--- config.mk ---
export PLATFORM = sky130hd
export DESIGN_NAME = ibex_rf_wb_arbiter
export DESIGN_NICKNAME = d
export VERILOG_FILES = /design/src/rtl/ibex_rf_wb_arbiter.sv
export SDC_FILE = /design/constraint.sdc
export NUM_CORES = 1
export LEC_CHECK = 0
export CAP_MARGIN = 20
export CORE_MARGIN = 1.5
export CORE_UTILIZATION = 25
export DETAILED_ROUTE_END_ITERATION = 12
export GPL_ROUTABILITY_DRIVEN = 0
export GPL_TIMING_DRIVEN = 0
export PLACE_DENSITY = 0.5
export RECOVER_POWER = 25
export SLEW_MARGIN = 20
export SYNTH_ARGS = -nofsm -noshare
export SYNTH_HDL_FRONTEND = slang
export SYNTH_SLANG_ARGS = --single-unit
--- constraint.sdc ---
create_clock -name clk_i -period 1.6 [get_ports clk_i]
set_clock_uncertainty 0.15 [all_clocks]
set_input_delay 0.24 -clock clk_i [delete_from_list [all_inputs] [get_ports clk_i]]
set_output_delay 0.24 -clock clk_i [all_outputs]
set_load 0.01 [all_outputs]
--- src/rtl/ibex_rf_wb_arbiter.sv ---
// Write-back arbiter and pending-register scoreboard for the single write
// port of the flip-flop register file. LSU has fixed priority over EX, with a
// starvation counter that forces an EX win after StarveLimit blocked cycles.
// The winning write is registered; the scoreboard tracks issued-but-unwritten
// destinations and stalls ID reads of them until the register file holds the
// new value.
module ibex_rf_wb_arbiter #(
    parameter int RV32E       = 0,
    parameter int DataWidth   = 32,
    parameter int StarveLimit = 4
) (
    input  logic                 clk_i,
    input  logic                 rst_i,

    input  logic                 ex_valid_i,
    input  logic [4:0]           ex_waddr_i,
    input  logic [DataWidth-1:0] ex_wdata_i,
    output logic                 ex_ready_o,

    input  logic                 lsu_valid_i,
    input  logic [4:0]           lsu_waddr_i,
    input  logic [DataWidth-1:0] lsu_wdata_i,
    output logic                 lsu_ready_o,

    output logic                 rf_we_o,
    output logic [4:0]           rf_waddr_o,
    output logic [DataWidth-1:0] rf_wdata_o,

    input  logic                 issue_valid_i,
    input  logic [4:0]           issue_waddr_i,
    input  logic [4:0]           raddr_a_i,
    input  logic [4:0]           raddr_b_i,
    output logic                 stall_o
);

    localparam logic [3:0] STARVE_MAX = 4'(StarveLimit);

    // In RV32E mode bit 4 of every register address is ignored.
    function automatic logic [4:0] eff_addr(input logic [4:0] a);
        if (RV32E != 0) begin
            return {1'b0, a[3:0]};
        end
        return a;
    endfunction

    logic [3:0]           starve_cnt;
    logic                 ex_grant;
    logic                 lsu_grant;
    logic [4:0]           win_addr;
    logic [DataWidth-1:0] win_data;
    logic [31:0]          pending;
    logic [31:0]          pending_next;
    logic [4:0]           issue_addr;
    logic [4:0]           raddr_a;
    logic [4:0]           raddr_b;

    assign issue_addr = eff_addr(issue_waddr_i);
    assign raddr_a    = eff_addr(raddr_a_i);
    assign raddr_b    = eff_addr(raddr_b_i);

    // Grant selection: LSU wins unless EX has been starved up to the limit.
    always_comb begin
        ex_grant  = ex_valid_i && (!lsu_valid_i || (starve_cnt >= STARVE_MAX));
        lsu_grant = lsu_valid_i && !ex_grant;
        win_addr  = ex_grant ? eff_addr(ex_waddr_i) : eff_addr(lsu_waddr_i);
        win_data  = ex_grant ? ex_wdata_i : lsu_wdata_i;
    end

    assign ex_ready_o  = ex_grant;
    assign lsu_ready_o = lsu_grant;

    // Count consecutive cycles in which a waiting EX request lost; saturates.
    always_ff @(posedge clk_i) begin
        if (rst_i) begin
            starve_cnt <= 4'd0;
        end else if (!ex_valid_i || ex_grant) begin
            starve_cnt <= 4'd0;
        end else if (starve_cnt < STARVE_MAX) begin
            starve_cnt <= starve_cnt + 4'd1;
        end
    end

    // Registered write port; a granted write to x0 is acknowledged but not performed.
    always_ff @(posedge clk_i) begin
        if (rst_i) begin
            rf_we_o    <= 1'b0;
            rf_waddr_o <= 5'd0;
            rf_wdata_o <= '0;
        end else if (ex_grant || lsu_grant) begin
            rf_we_o    <= (win_addr != 5'd0);
            rf_waddr_o <= win_addr;
            rf_wdata_o <= win_data;
        end else begin
            rf_we_o    <= 1'b0;
        end
    end

    // Next pending set: clear the register being written, then apply the new
    // issue so that a same-edge re-issue keeps the register pending.
    always_comb begin
        pending_next = pending;
        if (rf_we_o) begin
            pending_next[rf_waddr_o] = 1'b0;
        end
        if (issue_valid_i && (issue_addr != 5'd0)) begin
            pending_next[issue_addr] = 1'b1;
        end
        pending_next[0] = 1'b0;
    end

    // Scoreboard state register.
    always_ff @(posedge clk_i) begin
        if (rst_i) begin
            pending <= 32'd0;
        end else begin
            pending <= pending_next;
        end
    end

    assign stall_o = pending[raddr_a] | pending[raddr_b];

endmodule

==> results of run 1 <==
cell type report:
type	instances	area, sq um
Buffer	27	171
Clock buffer	12	246
Fill cell	1451	8490
Inverter	2	10.0
Sequential cell	73	1470
Tap cell	180	225
Clock inverter	1	5.00
Timing Repair Buffer	134	1280
Multi-Input combinational cell	292	2090
worst register-to-register path, cell delays in order (launching register included):
cell and delay, ns:
sky130_fd_sc_hd__dfxtp_2 0.32, sky130_fd_sc_hd__nor2_4 0.11, sky130_fd_sc_hd__nand2_2 0.07, sky130_fd_sc_hd__nand2_2 0.08, sky130_fd_sc_hd__buf_6 0.13, sky130_fd_sc_hd__clkbuf_2 0.23
sky130_fd_sc_hd__buf_2 0.27, sky130_fd_sc_hd__a211oi_1 0.11
power groups by stage:
stage	Sequential, mW	Combinational, mW	Clock (mW)
final	1.99	0.876	1.80
after global routing	2.00	0.951	1.91
after CTS	1.97	0.888	1.83
after detailed placement	2.01	0.901	0
after global placement	2.01	0.896	0
after floorplan	2.03	0.348	0
timing repair:
item                       CTS  global route
pin swaps                    5             3
setup endpoints to repair   83            62
buffers inserted             5             2
resized for setup           79            33
path summary, 6_finish.rpt:
kind | start | end | slack, ns | cells past startpoint
worst max-delay path | pending[15] | stall_o | -0.59 | 6
worst min-delay path | ex_valid_i | rf_waddr_o[3] | 0.25 | 3
worst min register to register | starve_cnt[0] | starve_cnt[0] | 0.28 | 1
worst max register to register | starve_cnt[3] | rf_wdata_o[7] | -0.01 | 7
layer usage:
layer,vias up,track usage,share of wire
met5,-,0,0
met4,0,0.0568,0.0086
met3,9,0.0835,0.12
met2,145,0.284,0.46
met1,1695,0.203,0.41
li1,1728,-,-
flip-flops by register name, summed over array words and instances (netlist names):
| signal | count |
|---|---|
| rf_wdata_o | 32 |
| pending | 31 |
| rf_waddr_o | 5 |
| starve_cnt | 4 |
| rf_we_o | 1 |
cell families (layout without fill, tap and decap cells):
group                    count (synthesis)  in the layout  synth area share
AND/OR/NAND/NOR                        128            128             0.169
AO/OA/AOI/OAI                          107            107             0.179
flip-flops                              73             73             0.404
multiplexers                            55             55             0.205
buffers and inverters                   33            176            0.0388
adder cells (fa/ha/maj)                  1              1           0.00346
other                                    1              1           0.00104
layout by cell type (no fill, tap or decap), types with 4 or more instances in the layout:
cell	netlist	layout
sky130_fd_sc_hd__a21oi_1	32	32
sky130_fd_sc_hd__clkdlybuf4s25_1	0	5
sky130_fd_sc_hd__buf_4	1	10
sky130_fd_sc_hd__and3b_1	4	4
sky130_fd_sc_hd__dfxtp_2	0	10
sky130_fd_sc_hd__clkdlybuf4s50_1	0	82
sky130_fd_sc_hd__clkbuf_16	0	9
sky130_fd_sc_hd__nand2_1	39	37
sky130_fd_sc_hd__mux2i_1	39	37
sky130_fd_sc_hd__dlygate4sd2_1	0	35
sky130_fd_sc_hd__dfxtp_1	73	63
sky130_fd_sc_hd__a211oi_1	36	36
sky130_fd_sc_hd__buf_6	0	4
sky130_fd_sc_hd__nor2_1	48	46
sky130_fd_sc_hd__nand3b_1	8	8
sky130_fd_sc_hd__o21ai_0	32	30
sky130_fd_sc_hd__buf_2	10	11
sky130_fd_sc_hd__mux4_2	11	13
sky130_fd_sc_hd__clkbuf_1	13	9
==> impl_metrics.xml, run 1 <==
<?xml version="1.0" encoding="UTF-8"?>
<metrics>
  <group name="pwr">
    <metric name="p_sw" unit="mW">1.21</metric>
    <metric name="share_comb_of_total_power" unit="">0.188</metric>
    <metric name="powerDensity" unit="nW/um^2">848</metric>
    <metric name="clock_group_share_of_total_power" unit="">0.387</metric>
    <metric name="p_leak" unit="nW">2.16</metric>
    <metric name="switching_share" unit="">0.260</metric>
    <metric name="power_report.internal_total" unit="mW">3.45</metric>
    <metric name="seq_power_share" unit="">0.426</metric>
    <metric name="power.ir.vdd_worst" unit="mV">0.426</metric>
    <metric name="design_power_total" unit="mW">4.66</metric>
  </group>
  <group name="cts">
    <metric name="total_of_hold_buffers_inserted_after_clock_tree_synthesis" unit="">0</metric>
    <metric name="cts.clk_slew.worst_paths" unit="ns">0.06</metric>
    <metric name="cts-root-buf" unit="">sky130_fd_sc_hd__clkbuf_16</metric>
    <metric name="clk-insertion-delay-late" unit="ns">0.33</metric>
    <metric name="cts_tree" unit="">done</metric>
    <metric name="htree_num_levels" unit="">3</metric>
    <metric name="cts-buffers-inserted" unit="">9</metric>
    <metric name="cts_buffer_depth" unit="">2</metric>
    <metric name="clock_sinks" unit="">73</metric>
  </group>
  <group name="placed_design">
    <metric name="place_worst_setup_slack" unit="ns">-1.34</metric>
    <metric name="numPlacedInstances" unit="">705</metric>
    <metric name="place_area" unit="sq um">5130</metric>
    <metric name="io_buffers" unit="">127</metric>
    <metric name="hpwlAfterDp" unit="mm">9.55</metric>
  </group>
  <group name="floorplan">
    <metric name="area_of_the_placeable_core" unit="sq um">14000</metric>
    <metric name="die_height" unit="microns">123</metric>
    <metric name="floorplan.initialDensity" unit="">0.258</metric>
    <metric name="core.rowCount" unit="">43</metric>
    <metric name="ios" unit="">135</metric>
    <metric name="design.die.area" unit="sq um">15200</metric>
    <metric name="die_width" unit="microns">123</metric>
  </group>
  <group name="critical_path">
    <metric name="start_kind" unit="">flop</metric>
    <metric name="crit_path_end_kind" unit="">output pin</metric>
    <metric name="worst-path-buf-inv" unit="">1</metric>
    <metric name="slowest_stage" unit="">sky130_fd_sc_hd__mux4_2</metric>
    <metric name="critical_path_required" unit="ns">1.21</metric>
    <metric name="timing.critical_path.arrival" unit="ns">1.80</metric>
    <metric name="slowest_delay" unit="ns">0.48</metric>
    <metric name="critical_path_peak_fanout" unit="">3</metric>
    <metric name="setup.worst_path.class" unit="">reg -&gt; out</metric>
    <metric name="critical_path.cell_chain" unit="">mux4_2 &gt; mux2i_2 &gt; nor3b_2 &gt; a31oi_4 &gt; o2111ai_2 &gt; buf_2</metric>
    <metric name="cp_top_family" unit="">multiplexers</metric>
  </group>
  <group name="yosys">
    <metric name="synth-seq-area-share" unit="">0.404</metric>
    <metric name="netlist-cell-type-count" unit="">36</metric>
    <metric name="postSynthNetCount" unit="">493</metric>
    <metric name="syn_area_per_cell" unit="sq um">9.08</metric>
    <metric name="syn_area" unit="sq um">3610</metric>
    <metric name="synthTopCellsByCount" unit="">73 x sky130_fd_sc_hd__dfxtp_1, 48 x sky130_fd_sc_hd__nor2_1, 39 x sky130_fd_sc_hd__mux2i_1, 39 x sky130_fd_sc_hd__nand2_1, 36 x sky130_fd_sc_hd__a211oi_1</metric>
    <metric name="synth_most_common_cell" unit="">sky130_fd_sc_hd__dfxtp_1</metric>
    <metric name="yosysWarnings" unit="">0</metric>
    <metric name="netlist_instances" unit="">398</metric>
    <metric name="yosys.area.top_type_share" unit="">0.404</metric>
    <metric name="synth-main-ff-cell" unit="">sky130_fd_sc_hd__dfxtp_1</metric>
    <metric name="yosysTopAreaCell" unit="">sky130_fd_sc_hd__dfxtp_1</metric>
    <metric name="asyncSetResetFlopFracSynth" unit="">0</metric>
    <metric name="synth.top_cells.by_area" unit="">sky130_fd_sc_hd__dfxtp_1 40%, sky130_fd_sc_hd__mux2i_1 11%, sky130_fd_sc_hd__a211oi_1 7.5%</metric>
    <metric name="postSynthRegisterBits" unit="">73</metric>
    <metric name="synth-edff-count" unit="">0</metric>
  </group>
  <group name="final_layout">
    <metric name="antenna_cells" unit="">0</metric>
    <metric name="instances_no_fill" unit="">721</metric>
    <metric name="post_route_cells_drive_above_1_share" unit="">0.159</metric>
    <metric name="syn_to_layout_area_delta" unit="%">52.2</metric>
    <metric name="fin_nets" unit="">634</metric>
    <metric name="finalInstanceArea" unit="sq um">5500</metric>
    <metric name="final_util" unit="">0.393</metric>
  </group>
  <group name="global_routing">
    <metric name="grt_start_max_net_pins" unit="">11</metric>
    <metric name="antenna_found_initial" unit="">0</metric>
    <metric name="groute.usage.overall" unit="">0.175</metric>
    <metric name="number_of_global_route_vias_before_repair" unit="">3822</metric>
    <metric name="grt_pass1_wl" unit="mm">20.0</metric>
    <metric name="overflow" unit="">0</metric>
  </group>
  <group name="drt">
    <metric name="route.detailed.vias_per_inst" unit="">4.96</metric>
    <metric name="antenna_left" unit="">0</metric>
    <metric name="num_vias" unit="">3577</metric>
    <metric name="first_iter_violations" unit="">139</metric>
    <metric name="drt-total-wl" unit="mm">12.8</metric>
    <metric name="drc" unit="">0</metric>
    <metric name="wire_per_inst" unit="microns">17.8</metric>
    <metric name="drt-pass1-iter-count" unit="">4</metric>
  </group>
  <group name="sta">
    <metric name="measured_slew_at_the_worst_slew_check_pin" unit="ns">0.611</metric>
    <metric name="finalSetupViolations" unit="">8</metric>
    <metric name="total_negative_slack" unit="ns">-0.833</metric>
    <metric name="timing_hold_violations_final" unit="">0</metric>
    <metric name="timing.fmax" unit="MHz">456</metric>
    <metric name="slew-limit-headroom" unit="">0.591</metric>
    <metric name="rsz0062_at_grt" unit="">true</metric>
    <metric name="hold-worst-slack" unit="ns">0.250</metric>
    <metric name="maxSlewViolCount" unit="">0</metric>
    <metric name="min_period" unit="ns">2.19</metric>
    <metric name="timing.final.ws_setup" unit="ns">-0.592</metric>
    <metric name="portion_of_the_clock_cycle_consumed_by_the_worst_path_in_the_final_layout" unit="">1.37</metric>
  </group>
  <group name="outcome">
    <metric name="run_status" unit="">complete, but fails checks</metric>
    <metric name="failing_checks" unit="">setup timing</metric>
  </group>
  <group name="min_path">
    <metric name="hold_path_class" unit="">in -&gt; reg</metric>
  </group>
  <group name="job">
    <metric name="cap_violations" unit="">0</metric>
  </group>
</metrics>
Power figures use the tool's default switching activity.
==> inputs of run 2 (changes only) <==
--- a/config.mk
+++ b/config.mk
@@ -8,6 +8,7 @@
 export CAP_MARGIN = 20
 export CORE_MARGIN = 1.5
 export CORE_UTILIZATION = 25
+export CTS_CLUSTER_DIAMETER = 50
 export DETAILED_ROUTE_END_ITERATION = 12
 export GPL_ROUTABILITY_DRIVEN = 0
 export GPL_TIMING_DRIVEN = 0
==> constraint.sdc (replaced) <==
create_clock -name clk_i -period 1.9 [get_ports clk_i]
set_clock_uncertainty 0.15 [all_clocks]
set_input_delay 0.285 -clock clk_i [delete_from_list [all_inputs] [get_ports clk_i]]
set_output_delay 0.285 -clock clk_i [all_outputs]
set_load 0.01 [all_outputs]
==> run 2 against run 1 <==
Net effect:
- the flow still finishes with violations (setup timing)
- hold slack better by 0.025 ns
- utilization stayed put
- final cell count is 0.69% higher
- sequential share of layout area is 0.091 points lower
- critical path type unchanged
- count of clock-buffer cells in the layout is 1 lower
- clock power is 4% higher
- combinational power is 14% lower
- total power is 8.3% lower
- largest power group is now clock
- critical path depth is 1 lower
- non-clock buffer count is 2 higher
==> impl_metrics.xml, run 2 (synthesis gave the netlist of run 1 again) <==
<?xml version="1.0" encoding="UTF-8"?>
<metrics>
  <group name="outcome">
    <metric name="run_status" unit="">complete, but fails checks</metric>
    <metric name="failing_checks" unit="">setup timing</metric>
  </group>
  <group name="critical_path">
    <metric name="worstReg2RegStart" unit="">starve_cnt[2]</metric>
    <metric name="start_kind" unit="">flop</metric>
    <metric name="slowest_stage" unit="">sky130_fd_sc_hd__mux4_2</metric>
    <metric name="setup.worst_path.class" unit="">reg -&gt; out</metric>
    <metric name="critical_path.cell_chain" unit="">mux4_2 &gt; mux2_4 &gt; a31oi_4 &gt; o2111ai_2 &gt; buf_2</metric>
    <metric name="critical_path_peak_fanout" unit="">3</metric>
    <metric name="crit_path_end_kind" unit="">output pin</metric>
    <metric name="worst_r2r_endpoint" unit="">rf_wdata_o[18]</metric>
    <metric name="timing.critical_path.arrival" unit="ns">1.85</metric>
    <metric name="critical_path_required" unit="ns">1.46</metric>
    <metric name="startpoint" unit="">pending[23]</metric>
    <metric name="slowest_delay" unit="ns">0.45</metric>
    <metric name="worst-path-buf-inv" unit="">1</metric>
    <metric name="rr_worst_depth" unit="">7</metric>
    <metric name="cp_top_family" unit="">multiplexers</metric>
    <metric name="setup.reg_to_reg.worst_slack" unit="ns">-0.17</metric>
  </group>
  <group name="final_layout">
    <metric name="largestRegisters" unit="">rf_wdata_o (32), pending (31), rf_waddr_o (5)</metric>
    <metric name="instances_no_fill" unit="">726</metric>
    <metric name="post_route_cells_drive_above_1_share" unit="">0.112</metric>
    <metric name="fin_nets" unit="">636</metric>
    <metric name="largest_register_ffs" unit="">32</metric>
    <metric name="finalInstanceArea" unit="sq um">5500</metric>
    <metric name="syn_to_layout_area_delta" unit="%">52.2</metric>
    <metric name="most-common-layout-cells" unit="">115 x sky130_fd_sc_hd__clkdlybuf4s50_1, 69 x sky130_fd_sc_hd__dfxtp_1, 48 x sky130_fd_sc_hd__nor2_1, 39 x sky130_fd_sc_hd__mux2i_1, 38 x sky130_fd_sc_hd__nand2_1</metric>
    <metric name="registers.top_by_ff_count" unit="">rf_wdata_o</metric>
    <metric name="commonest_non_fill_non_tap_cell_in_the_layout" unit="">sky130_fd_sc_hd__clkdlybuf4s50_1</metric>
    <metric name="antenna_cells" unit="">0</metric>
  </group>
  <group name="floorplan">
    <metric name="die_width" unit="microns">123</metric>
    <metric name="die_height" unit="microns">123</metric>
    <metric name="area_of_the_placeable_core" unit="sq um">14000</metric>
    <metric name="design.die.area" unit="sq um">15200</metric>
    <metric name="core.rowCount" unit="">43</metric>
    <metric name="ios" unit="">135</metric>
    <metric name="floorplan.initialDensity" unit="">0.258</metric>
  </group>
  <group name="pwr">
    <metric name="p_leak" unit="nW">2.05</metric>
    <metric name="powerDensity" unit="nW/um^2">778</metric>
    <metric name="power.ir.vdd_worst" unit="mV">0.363</metric>
  </group>
  <group name="sta">
    <metric name="maxSlewViolCount" unit="">0</metric>
    <metric name="timing_hold_violations_final" unit="">0</metric>
    <metric name="timing.final.ws_setup" unit="ns">-0.382</metric>
    <metric name="finalSetupViolations" unit="">23</metric>
    <metric name="slew-limit-headroom" unit="">0.476</metric>
    <metric name="portion_of_the_clock_cycle_consumed_by_the_worst_path_in_the_final_layout" unit="">1.20</metric>
    <metric name="min_period" unit="ns">2.28</metric>
    <metric name="rsz0062_at_grt" unit="">true</metric>
    <metric name="measured_slew_at_the_worst_slew_check_pin" unit="ns">0.783</metric>
    <metric name="timing.fmax" unit="MHz">438</metric>
  </group>
  <group name="drt">
    <metric name="num_vias" unit="">3525</metric>
    <metric name="first_iter_violations" unit="">102</metric>
    <metric name="route.detailed.vias_per_inst" unit="">4.86</metric>
    <metric name="drc" unit="">0</metric>
    <metric name="drt-total-wl" unit="mm">12.5</metric>
    <metric name="antenna_left" unit="">0</metric>
    <metric name="drt-pass1-iter-count" unit="">4</metric>
    <metric name="wire_per_inst" unit="microns">17.2</metric>
  </group>
  <group name="global_routing">
    <metric name="groute.usage.overall" unit="">0.170</metric>
    <metric name="number_of_global_route_vias_before_repair" unit="">3621</metric>
    <metric name="overflow" unit="">0</metric>
    <metric name="grt_pass1_wl" unit="mm">19.4</metric>
    <metric name="antenna_found_initial" unit="">0</metric>
    <metric name="grt_start_max_net_pins" unit="">13</metric>
  </group>
  <group name="placed_design">
    <metric name="io_buffers" unit="">127</metric>
    <metric name="numPlacedInstances" unit="">705</metric>
    <metric name="place_worst_setup_slack" unit="ns">-1.08</metric>
    <metric name="hpwlAfterDp" unit="mm">9.57</metric>
    <metric name="place_area" unit="sq um">5110</metric>
  </group>
  <group name="job">
    <metric name="cap_violations" unit="">0</metric>
  </group>
  <group name="cts">
    <metric name="total_of_hold_buffers_inserted_after_clock_tree_synthesis" unit="">0</metric>
    <metric name="htree_num_levels" unit="">3</metric>
    <metric name="cts-root-buf" unit="">sky130_fd_sc_hd__clkbuf_16</metric>
    <metric name="cts-buffers-inserted" unit="">9</metric>
    <metric name="cts_tree" unit="">done</metric>
    <metric name="cts.clk_slew.worst_paths" unit="ns">0.06</metric>
    <metric name="clk-insertion-delay-late" unit="ns">0.33</metric>
    <metric name="cts_buffer_depth" unit="">2</metric>
    <metric name="clock_sinks" unit="">73</metric>
  </group>
  <group name="min_path">
    <metric name="min_delay_path_depth" unit="">1</metric>
    <metric name="hold_path_end" unit="">starve_cnt[0]</metric>
    <metric name="hold_path_class" unit="">reg -&gt; reg</metric>
    <metric name="holdCritStartpoint" unit="">starve_cnt[0]</metric>
  </group>
</metrics>
run 2: worst max path at each step:
stage	slack, ns	cells after the start	to
CTS	-0.38	5	stall_o
floorplan	0.005	6	stall_o
global route	-0.45	5	stall_o
finish	-0.38	5	stall_o
detailed placement	-1.08	6	stall_o
global placement	-1.08	6	stall_o
run 2: final cells by class:
type | instances | area, sq um
Sequential cell | 73 | 1470
Fill cell | 1471 | 8490
Clock inverter | 5 | 77.6
Inverter | 2 | 7.51
Buffer | 30 | 139
Timing Repair Buffer | 133 | 1290
Tap cell | 180 | 225
Clock buffer | 11 | 253
Multi-Input combinational cell | 292 | 2040
run 2: stage by stage:
stage / power, mW / setup TNS [ns] / hold WS [ns] / util
finish: 4.28 / -3.50 / 0.275 / 0.393
CTS: 4.33 / -0.384 / 0.277 / 0.392
detailed placement: 2.44 / -11.30 / 0.261 / 0.365
global route: 4.46 / -7.13 / 0.305 / 0.393
floorplan: 2.00 / 0 / 0.248 / -
global placement: 2.44 / -10.77 / 0.260 / 0.365
run 2: timing repair:
action,in CTS,in global routing
cloned,0,0
buffers inserted,3,3
setup endpoints to repair,5,13
gates resized for setup,35,9
pin swaps,4,2
run 2: layer usage:
| metal | vias up | global-route usage | wire, microns |
|---|---|---|---|
| met5 | - | 0 | 0 |
| met3 | 10 | 0.0839 | 1450 |
| met1 | 1641 | 0.203 | 5340 |
| li1 | 1741 | - | - |
| met2 | 133 | 0.271 | 5620 |
| met4 | 0 | 0.0460 | 109 |
run 2: power breakdown:
group / leakage [nW] / switching [mW] / internal [mW] / total [mW]
Sequential: 0.602 / 0.0517 / 1.61 / 1.66
Combinational: 1.29 / 0.333 / 0.415 / 0.749
Clock: 0.162 / 0.651 / 1.22 / 1.87
